## src/rtl/noc_packet_injector.sv

```systemverilog
// Local-side packetizer: turns a (dest, len) request plus a payload stream into
// header + body flits for a router local input port, behind a one-entry output register.
//
// state | meaning
// ------+------------------------------------------------------------
// IDLE  | waiting for a packet request; req_ready=1
// HEAD  | request latched; header is loaded as soon as the slot frees
// BODY  | forwarding payload words; pl_ready follows the output slot
module noc_packet_injector #(
    parameter int DATA_W  = 32,
    parameter int COORD_W = 4,
    parameter int X_ID    = 0,
    parameter int Y_ID    = 0
) (
    input  logic               noc_clk,
    input  logic               noc_rst_n,
    input  logic               req_valid,
    output logic               req_ready,
    input  logic [COORD_W-1:0] req_dest_x,
    input  logic [COORD_W-1:0] req_dest_y,
    input  logic [7:0]         req_len,
    input  logic               pl_valid,
    output logic               pl_ready,
    input  logic [DATA_W-1:0]  pl_data,
    output logic               sender_valid,
    input  logic               sender_ready,
    output logic [DATA_W-1:0]  sender_flit,
    output logic               sender_is_header,
    output logic               sender_is_tail,
    output logic [7:0]         sent_pkt_cnt
);

    localparam logic [1:0] ST_IDLE = 2'd0;
    localparam logic [1:0] ST_HEAD = 2'd1;
    localparam logic [1:0] ST_BODY = 2'd2;

    localparam logic [COORD_W-1:0] SRC_X = COORD_W'(X_ID);
    localparam logic [COORD_W-1:0] SRC_Y = COORD_W'(Y_ID);

    logic [1:0]         state;
    logic [1:0]         state_nxt;
    logic [7:0]         remaining;
    logic [7:0]         remaining_nxt;
    logic [COORD_W-1:0] dest_x_q;
    logic [COORD_W-1:0] dest_y_q;
    logic [7:0]         len_q;
    logic [DATA_W-1:0]  header_flit;

    logic slot_free;
    logic req_hs;
    logic load_hdr;
    logic load_body;
    logic tail_hs;

    assign slot_free = !sender_valid || sender_ready;
    assign req_ready = (state == ST_IDLE);
    assign pl_ready  = (state == ST_BODY) && slot_free;
    assign req_hs    = req_valid && req_ready;
    assign load_hdr  = (state == ST_HEAD) && slot_free;
    assign load_body = pl_valid && pl_ready;
    assign tail_hs   = sender_valid && sender_ready && sender_is_tail;

    // Built field by field so a DATA_W with no padding gap still elaborates.
    always_comb begin
        header_flit = '0;
        header_flit[DATA_W-1 -: COORD_W]           = dest_x_q;
        header_flit[DATA_W-COORD_W-1 -: COORD_W]   = dest_y_q;
        header_flit[DATA_W-2*COORD_W-1 -: COORD_W] = SRC_X;
        header_flit[DATA_W-3*COORD_W-1 -: COORD_W] = SRC_Y;
        header_flit[7:0]                           = len_q;
    end

    always_comb begin
        state_nxt     = state;
        remaining_nxt = remaining;
        case (state)
            ST_IDLE: begin
                if (req_hs) begin
                    state_nxt = ST_HEAD;
                end
            end
            ST_HEAD: begin
                if (slot_free) begin
                    if (len_q == 8'd0) begin
                        state_nxt = ST_IDLE;
                    end else begin
                        state_nxt     = ST_BODY;
                        remaining_nxt = len_q;
                    end
                end
            end
            ST_BODY: begin
                if (load_body) begin
                    remaining_nxt = remaining - 8'd1;
                    if (remaining == 8'd1) begin
                        state_nxt = ST_IDLE;
                    end
                end
            end
            default: begin
                state_nxt     = ST_IDLE;
                remaining_nxt = 8'd0;
            end
        endcase
    end

    always_ff @(posedge noc_clk or negedge noc_rst_n) begin
        if (!noc_rst_n) begin
            state     <= ST_IDLE;
            remaining <= 8'd0;
            dest_x_q  <= '0;
            dest_y_q  <= '0;
            len_q     <= 8'd0;
        end else begin
            state     <= state_nxt;
            remaining <= remaining_nxt;
            if (req_hs) begin
                dest_x_q <= req_dest_x;
                dest_y_q <= req_dest_y;
                len_q    <= req_len;
            end
        end
    end

    // Output holding register: only reloads or drains when the slot is free.
    always_ff @(posedge noc_clk or negedge noc_rst_n) begin
        if (!noc_rst_n) begin
            sender_valid     <= 1'b0;
            sender_flit      <= '0;
            sender_is_header <= 1'b0;
            sender_is_tail   <= 1'b0;
        end else if (load_hdr) begin
            sender_valid     <= 1'b1;
            sender_flit      <= header_flit;
            sender_is_header <= 1'b1;
            sender_is_tail   <= (len_q == 8'd0);
        end else if (load_body) begin
            sender_valid     <= 1'b1;
            sender_flit      <= pl_data;
            sender_is_header <= 1'b0;
            sender_is_tail   <= (remaining == 8'd1);
        end else if (slot_free) begin
            sender_valid <= 1'b0;
        end
    end

    always_ff @(posedge noc_clk or negedge noc_rst_n) begin
        if (!noc_rst_n) begin
            sent_pkt_cnt <= 8'd0;
        end else if (tail_hs) begin
            sent_pkt_cnt <= sent_pkt_cnt + 8'd1;
        end
    end

endmodule

```

## config.mk

```make
export PLATFORM = sky130hd
export DESIGN_NAME = noc_packet_injector
export DESIGN_NICKNAME = d
export VERILOG_FILES = /design/src/rtl/noc_packet_injector.sv
export SDC_FILE = /design/constraint.sdc
export NUM_CORES = 1
export LEC_CHECK = 0
export BUFFER_PORTS_ARGS = -buffer_cell sky130_fd_sc_hd__buf_2
export CAP_MARGIN = 20
export CORE_ASPECT_RATIO = 1.25
export CORE_MARGIN = 2
export CORE_UTILIZATION = 40
export CTS_CLUSTER_DIAMETER = 30
export DETAILED_ROUTE_END_ITERATION = 6
export PLACE_DENSITY = 0.65
export REMOVE_ABC_BUFFERS = 1
export SETUP_SLACK_MARGIN = 0.1
export SLEW_MARGIN = 20
export SYNTH_ARGS = -nofsm -noshare
export SYNTH_HDL_FRONTEND = slang
export SYNTH_SLANG_ARGS = --single-unit
```

## constraint.sdc

```tcl
create_clock -name noc_clk -period 4.99 [get_ports noc_clk]
set_input_delay 0.499 -clock noc_clk [delete_from_list [all_inputs] [get_ports noc_clk]]
set_output_delay 0.499 -clock noc_clk [all_outputs]
set_load 0.05 [all_outputs]
```

==> run summary, run 1 <==
Fin Setup TNS: 0 ns
Area Growth Syn to Fin: 25.2%
Register area: 1730 µm²
Type of the tightest min-delay check: in -> async
CP max stage delay: 0.70 ns
Initial antenna violation count: 0
Max_cap viols: 0
Outcome: completed
Worst path cell trace: inv_1 > ha_1 > or2_2 > o32ai_1 > nand2_1 > or4b_2 > nand3_1
CTS max path bufs: 2
First-pass GRT wire length: 11400 µm
Finished Layout Cells: 459
Share of cells above drive strength 1: 39.5%
Final worst path period share: 53.3%
All-layer global routing usage: 18.1%
DIE AREA: 8360 µm²
Chip height: 102 µm
Rows: 35
P_leak: 0.00194 µW
First-pass DRT Iterations: 4
# hold bufs at CTS: 0
Max-slew violations: 0
Startpoint type of the worst setup path: flop
Kind of critical path: reg -> reg
Mapped Area: 3060 µm²
Mapped Cells: 265
RSZ-0062 raised after global routing: no
Clock Latency Late Sink: 0.35 ns
CP Capture Type: flop
Post-synthesis register bit count: 69
Tmin final: 2.66 ns
CTS H-tree depth: 3
Final count of hold timing violations: 0
Clk sinks: 69
Fill cells: 677
Netlist cell types: 42
Horiz. Die Dim: 82.2 µm
Gr ovfl total: 0
Yosys warns: 0
Worst VDD drop: 0.000400 V
Arr. time, crit path: 2.94 ns
Drt drc: 0
CP Max Fanout: 13
EDFF count, synth: 0
WL final: 7070 µm
NumNets Final: 421
Post-DP HPWL: 4920 µm
Vias per cell: 5.25
Post-DRT Antenna Nets: 0
WHS: 0.331 ns
Fraction of registers with async set/reset: 100%
Slew @ Worst Pin: 0.858 ns
DR WL/cell: 15.4 µm
Vias post-DR: 2408
Antenna diodes: 0
Post-CTS Setup Inserts: 0
Avg Inst Size Synth: 11.5 µm²
Req. time, crit path: 5.27 ns
# setup viols final: 0
Slew HR: 42.8%
WP buf/inv: 1
Clk pin slew, worst setup/hold paths: 0.08 ns
Port bufs: 97
Synth Flop Type: dfrtp_1
Post-synthesis sequential area ratio: 56.5%
PwrDens: 753 nW/µm²
Top-Level Pins: 98
Post-CTS sizing: 0
Skew final: 0.0142 ns
Vias in the first global route: 2356
Starting density of the core: 41.3%
DRT iter0 DRCs: 82
Crit path max-delay cell type: or4b_2
Cell family with most CP delay: simple AND/OR/NAND/NOR gates
CTS buffer count: 9
Fmax: 376 MHz
Gpl congestion: 0.814
Largest net degree at the start of global routing: 70
Cell total after placement: 443
CTS tree: yes
Multi-input gate area: 1240 µm²
Core area: 7400 µm²
CTS Root Cell: clkbuf_8
[report_power, final]
group	total [µW]	switching (µW)	internal [µW]	leakage, µW
clock network	480	221	259	0.000110
logic	1440	988	448	0.000960
registers	965	169	796	0.000866
[final timing paths]
kind,cells past startpoint,slack (ns),to,start
min reg2reg,1,0.47,sent_pkt_cnt[7],sent_pkt_cnt[7]
max reg2reg,7,2.33,remaining[2],state[0]
max,7,2.33,remaining[2],state[0]
min,2,0.33,sender_flit[27],noc_rst_n
min in group noc_clk,2,0.37,sender_flit[11],pl_data[11]
max in group asynchronous,2,4.08,sender_flit[13],noc_rst_n
[routing by layer]
layer	vias up	routed length [µm]	track usage, %
li1	1150	-	-
met1	1175	3110	23.5
met2	64	3390	27.1
met3	19	342	4.63
met4	0	232	10.9
met5	-	0	0
[cell usage in the layout (no fill, tap or decap), drive strengths merged, types with 2 or more instances in the layout]
cell type | Yosys | final
buf | 1 | 100
dfrtp | 69 | 69
nor2 | 36 | 36
mux2 | 18 | 18
nand2 | 17 | 17
o22ai | 16 | 16
a22o | 16 | 16
clkbuf | 13 | 11
inv | 8 | 9
xnor2 | 8 | 8
a22oi | 7 | 7
ha | 6 | 6
nand3 | 6 | 6
nand4 | 4 | 4
nor4 | 4 | 4
and3 | 3 | 3
a21oi | 3 | 3
xor2 | 3 | 3
o31ai | 3 | 3
o21ai | 3 | 3
clkinv | 0 | 3
nor2b | 2 | 2
or2 | 2 | 2
nand2b | 2 | 2
[cells by family (layout without fill, tap and decap cells)]
| group | Yosys count | in the layout | synth area share, % |
|---|---|---|---|
| mux | 19 | 19 | 7.08 |
| buf+inv | 22 | 124 | 2.99 |
| compound gates | 53 | 53 | 13.5 |
| fa+ha+maj | 6 | 6 | 2.46 |
| flops | 69 | 69 | 56.5 |
| xor+xnor | 11 | 11 | 3.15 |
| simple gates | 85 | 85 | 14.3 |
[state kept, by name, indices dropped and copies added, names as in the netlist, 2 cells and up]
register and flops:
sender_flit 32, len_q 8, remaining 8, sent_pkt_cnt 8
dest_x_q 4, dest_y_q 4, state 2
[per-stage QoR]
stage | total power (µW) | cell area (µm²) | setup WS [ns] | util (%)
2_1_floorplan | 2040 | 2990 | 2.46 | -
3_3_place_gp | 2390 | 3620 | 2.45 | 48.9
3_5_place_dp | 2410 | 3620 | 2.36 | 48.9
4_1_cts | 2900 | 3830 | 2.32 | 51.7
5_1_grt | 3050 | 3830 | 2.13 | 51.7
6_report | 2880 | 3830 | 2.33 | 51.7
[cells in the mapped netlist (all sizes together) (4+ instances only)]
cell type	instances	share of area, %
ha	6	2.5
mux2	18	6.8
nand2	17	2.1
a22o	16	4.6
inv	8	0.98
a22oi	7	1.7
clkbuf	13	1.6
xnor2	8	2.3
nand4	4	0.82
o22ai	16	3.3
dfrtp	69	57
nor4	4	0.82
nand3	6	1.1
nor2	36	4.4
[worst register-to-register path, cell delays in order (launching register included)]
cell and delay (ns):
dfrtp_1 0.39, inv_1 0.07, ha_1 0.36, or2_2 0.35, o32ai_1 0.25, nand2_1 0.35, or4b_2 0.71, nand3_1 0.10
[final cells by class]
type                            count  area share, %
Clock buffer                       11           3.96
Clock inverter                      5           1.50
Inverter                            8          0.785
Multi-Input combinational cell    174           32.3
Sequential cell                    69           45.1
Tap cell                           92           3.01
Timing Repair Buffer              100           13.3
Power figures use the tool's default switching activity.
==> run 2, diff against run 1 <==
PLACE_DENSITY = 0.68   (was 0.65)
clock period = 2.2 ns   (was 4.99 ns; I/O delays follow)
==> run summary, run 2 (same netlist as run 1, synthesis figures left out) <==
Req. time, crit path: 2.43 ns
CTS Root Cell: clkbuf_8
Startpoint type of the worst setup path: flop
First-pass DRT Iterations: 4
Outcome: completed
Skew final: 0.0136 ns
Fin Setup TNS: 0 ns
Final worst path period share: 95.2%
Post-DP HPWL: 5010 µm
CTS tree: yes
NumNets Final: 433
Fmax: 477 MHz
Vias post-DR: 2459
Kind of critical path: reg -> reg
Reg-to-reg startpoint: remaining[2]
Hold Startpoint: pl_data[19]
Post-DRT Antenna Nets: 0
Place WS: 0.101 ns
Drt drc: 0
Type of the tightest min-delay check: in -> reg
WL final: 7300 µm
DIE AREA: 8360 µm²
Final count of hold timing violations: 0
DR WL/cell: 15.5 µm
P_leak: 0.00201 µW
Reg-to-reg endpoint: state[0]
RSZ-0062 raised after global routing: yes
Gpl congestion: 0.868
Starting density of the core: 41.3%
Port bufs: 97
Share of cells above drive strength 1: 41.4%
CTS max path bufs: 2
Max_cap viols: 0
Top-Level Pins: 98
CTS buffer count: 9
Clk pin slew, worst setup/hold paths: 0.08 ns
CP Max Fanout: 2
All-layer global routing usage: 18.4%
Vias in the first global route: 2394
WHS Path Cells: 2
Slew @ Worst Pin: 0.688 ns
Worst r2r path cells: 5
Largest net degree at the start of global routing: 70
Rows: 35
Most frequent cells in the layout: 97 x buf_2, 69 x dfrtp_1, 36 x nor2_1
Worst Hold End: sender_flit[19]
Clock Latency Late Sink: 0.35 ns
Area Growth Syn to Fin: 30.3%
R2R setup slack: 0.11 ns
Chip height: 102 µm
Antenna diodes: 0
Max-slew violations: 0
Arr. time, crit path: 2.32 ns
Gr ovfl total: 0
Tmin final: 2.09 ns
Vias per cell: 5.22
Overall Power: 6910 µW
Clk sinks: 69
Worst VDD drop: 0.000744 V
Flip-flop count of the largest register, all copies and words added: 32
First-pass GRT wire length: 11700 µm
PwrDens: 1730 nW/µm²
Slew HR: 54.1%
Initial antenna violation count: 0
Biggest register: sender_flit
Most common cell after layout, fill and taps aside: buf_2
Horiz. Die Dim: 82.2 µm
CP Capture Type: flop
DRT iter0 DRCs: 128
CTS H-tree depth: 3
Core area: 7400 µm²
Fin worst setup slack: 0.106 ns
Final Util: 53.8%
# setup viols final: 0
[run 2: cell types whose count changed in the layout (fill, tap and decap cells not counted), sizes merged]
| cell | change |
|---|---|
| clkinv | -1 |
| inv | -1 |
| clkinvlp | +1 |
| bufinv | +2 |
| clkbuf | -1 |
| dlygate4sd3 | +1 |
| buf | +11 |
[run 2: layout make-up]
cell class,instances,area (µm²)
Timing Repair Buffer,112,613
Tap cell,92,115
Inverter,8,30.0
Multi-Input combinational cell,174,1260
Sequential cell,69,1730
Fill cell,641,3420
Clock buffer,10,128
Clock inverter,6,111
[run 2: worst max path at each step]
| stage | start | cells after the start | slack, ns | to |
|---|---|---|---|---|
| 2_1_floorplan | state[0] | 7 | -0.33 | remaining[2] |
| 3_5_place_dp | remaining[2] | 5 | 0.10 | state[0] |
| 6_report | remaining[2] | 5 | 0.11 | state[0] |
| 4_1_cts | remaining[2] | 5 | 0.11 | state[0] |
| 5_1_grt | remaining[2] | 6 | 0.02 | state[1] |
| 3_3_place_gp | remaining[2] | 5 | 0.13 | state[0] |
[run 2: metal layers]
metal | part of all wire [%] | wire (µm) | global-route usage, %
met5 | 0 | 0 | 0
met4 | 2.5 | 186 | 7.18
met3 | 5.4 | 397 | 6.06
met2 | 50 | 3640 | 28.9
met1 | 42 | 3080 | 23.6
[run 2: per-stage QoR]
step | instance area [µm²] | hold slack [ns] | instances
floorplan | 2990 | -0.0756 | 251
global placement | 3700 | 0.266 | 453
detailed placement | 3700 | 0.273 | 453
CTS | 3960 | 0.0738 | 471
global route | 3980 | 0.0662 | 471
finish | 3980 | 0.0832 | 471
[run 2: report_power, final]
part / switching, µW / internal (µW) / leakage, µW
Sequential: 376 / 1810 / 0.000866
Combinational: 2310 / 1160 / 0.00103
Clock: 503 / 754 / 0.000116
[run 2: critical path, stage by stage, from the launching register on]
cell	delay [ns]
dfrtp_1	0.39
or4_4	0.56
nor4b_4	0.27
nand3_2	0.14
a221oi_4	0.30
mux2_4	0.32
[run 2: timing repair]
item	in CTS	in global routing
hold buffers	1	0
setup buffers	1	0
pin swaps	2	0
setup endpoints to repair	1	3
hold endpoints to repair	69	0
gates resized for setup	0	3
==> run 3, diff against run 2 <==
CELL_PAD_IN_SITES_DETAIL_PLACEMENT = 2   (was not set)
CELL_PAD_IN_SITES_GLOBAL_PLACEMENT = 2   (was not set)
CORE_UTILIZATION = 30   (was 40)
CTS_BUF_LIST = sky130_fd_sc_hd__clkbuf_8   (was not set)
PLACE_DENSITY = not set   (was 0.68)
PLACE_DENSITY_LB_ADDON = 0.1   (was not set)
==> run summary, run 3 (same netlist as run 1, synthesis figures left out) <==
Place WS: 0.0836 ns
Max-slew violations: 0
Worst path cell trace: or4_4 > nor4b_4 > nand3_2 > a221oi_4 > mux2_4
All-layer global routing usage: 17.7%
CTS buffer count: 9
Top-Level Pins: 98
WHS: 0.0887 ns
DRT iter0 DRCs: 61
Startpoint type of the worst setup path: flop
Cell family with most CP delay: simple AND/OR/NAND/NOR gates
Final Util: 40.1%
DIE AREA: 11000 µm²
CTS Root Cell: clkbuf_8
R2R setup slack: 0.13 ns
Worst r2r path cells: 5
Most frequent cells in the layout: 97 x buf_2, 69 x dfrtp_1, 36 x nor2_1
Gpl congestion: 0.718
Tmin final: 2.07 ns
Largest net degree at the start of global routing: 37
# setup viols final: 0
Placement Cell Area: 3770 µm²
CP Max Fanout: 2
CP max stage delay: 0.56 ns
Post-DP HPWL: 6380 µm
Type of the tightest min-delay check: in -> reg
Clk pin slew, worst setup/hold paths: 0.08 ns
Kind of critical path: reg -> reg
Final worst path period share: 94.1%
Skew final: 0.00925 ns
CTS max path bufs: 2
WL final: 9000 µm
Core area: 10000 µm²
Fmax: 483 MHz
Flip-flop count of the largest register, all copies and words added: 32
Finished Layout Cells: 510
Switching share of power: 47.8%
CTS tree: yes
Port bufs: 97
First-pass DRT Iterations: 4
Share of cells above drive strength 1: 41.5%
P_leak: 0.00201 µW
RSZ-0062 raised after global routing: yes
Area Growth Syn to Fin: 31.4%
Most common cell after layout, fill and taps aside: buf_2
Vias in the first global route: 2765
Stages on the worst setup path: 5
Pint: 3570 µW
Max_cap viols: 0
Drt drc: 0
Cell total after placement: 492
Gate power share: 51.8%
Outcome: completed
Worst VDD drop: 0.000655 V
Clk network pwr share: 15.9%
Arr. time, crit path: 2.30 ns
CTS H-tree depth: 3
First-pass GRT wire length: 14800 µm
NetSw: 3260 µW
Antenna diodes: 0
WP buf/inv: 0
Clk sinks: 69
PwrDens: 1700 nW/µm²
Slew @ Worst Pin: 0.503 ns
Slew HR: 66.2%
Rows: 41
Sequential share of power: 32.4%
Req. time, crit path: 2.43 ns
Chip height: 117 µm
WHS Path Cells: 2
Vias post-DR: 2511
CP Capture Type: flop
Design area: 4010 µm²
NumNets Final: 435
Post-DRT Antenna Nets: 0
Horiz. Die Dim: 94.3 µm
Biggest register: sender_flit
Fin worst setup slack: 0.130 ns
Vias per cell: 4.92
Final count of hold timing violations: 0
Crit path max-delay cell type: or4_4
Clock Latency Late Sink: 0.35 ns
Starting density of the core: 30.5%
DR WL/cell: 17.7 µm
Gr ovfl total: 0
Initial antenna violation count: 0
-- run 3: changes by cell type in the layout (fill, tap and decap cells not counted) --
| cell | delta |
|---|---|
| inv_1 | +1 |
| bufinv_16 | -2 |
| buf_4 | +2 |
| clkbuf_1 | -1 |
| clkinv_4 | -1 |
| ha_1 | +1 |
| clkbuf_8 | +3 |
| ha_2 | -1 |
-- run 3: stage by stage --
step / TNS (ns) / power [µW]
3_5_place_dp: 0 / 5750
5_1_grt: 0 / 7320
6_report: 0 / 6840
4_1_cts: 0 / 6890
3_3_place_gp: 0 / 5660
2_1_floorplan: -0.328 / 4630
-- run 3: area by class of cell --
cell class / count / area, µm²
fillers: 1087 / 5990
flip-flops and latches: 69 / 1730
multi-input cells: 174 / 1260
repair buffers: 114 / 628
clock buffers: 12 / 165
well taps: 129 / 161
clock inverters: 4 / 46.3
inverters: 8 / 30.0
-- run 3: power groups by stage --
stage / sequential, µW / clock (µW) / combinational (µW)
3_3_place_gp: 2210 / 0 / 3450
6_report: 2210 / 1090 / 3540
2_1_floorplan: 3230 / 0 / 1400
5_1_grt: 2300 / 1180 / 3840
3_5_place_dp: 2230 / 0 / 3520
4_1_cts: 2220 / 1130 / 3540
-- run 3: repair_timing --
| action | CTS | global route |
|---|---|---|
| endpoints found under the hold margin | 12 | 0 |
| setup buffers | 0 | 1 |
| endpoints found under the setup margin | 1 | 2 |
| gates resized for setup | 0 | 2 |
| pin swaps | 1 | 1 |
| hold buffers | 1 | 0 |
| gates cloned | 0 | 0 |
-- run 3: routing by layer --
metal  track usage [%]  up-vias  wire length [µm]
met2              29.2       55              4570
met4              7.05        0               156
li1                  -     1176                 -
met5                 0        -                 0
met1              21.9     1269              3850
met3              4.87       11               428
-- run 3: final timing paths --
| check | start | to |
|---|---|---|
| max | remaining[2] | state[0] |
| min | pl_data[22] | sender_flit[22] |
| max reg2reg | remaining[2] | state[0] |
| min reg2reg | sent_pkt_cnt[7] | sent_pkt_cnt[7] |
| max in group asynchronous | noc_rst_n | sender_flit[9] |
| min in group asynchronous | noc_rst_n | len_q[3] |
-- run 3: worst reg2reg max path, delay by kind of cell (launching register included) --
family,cells,cell delay (ns)
compound gates,1,0.29
mux,1,0.33
simple gates,3,0.96
flops,1,0.39
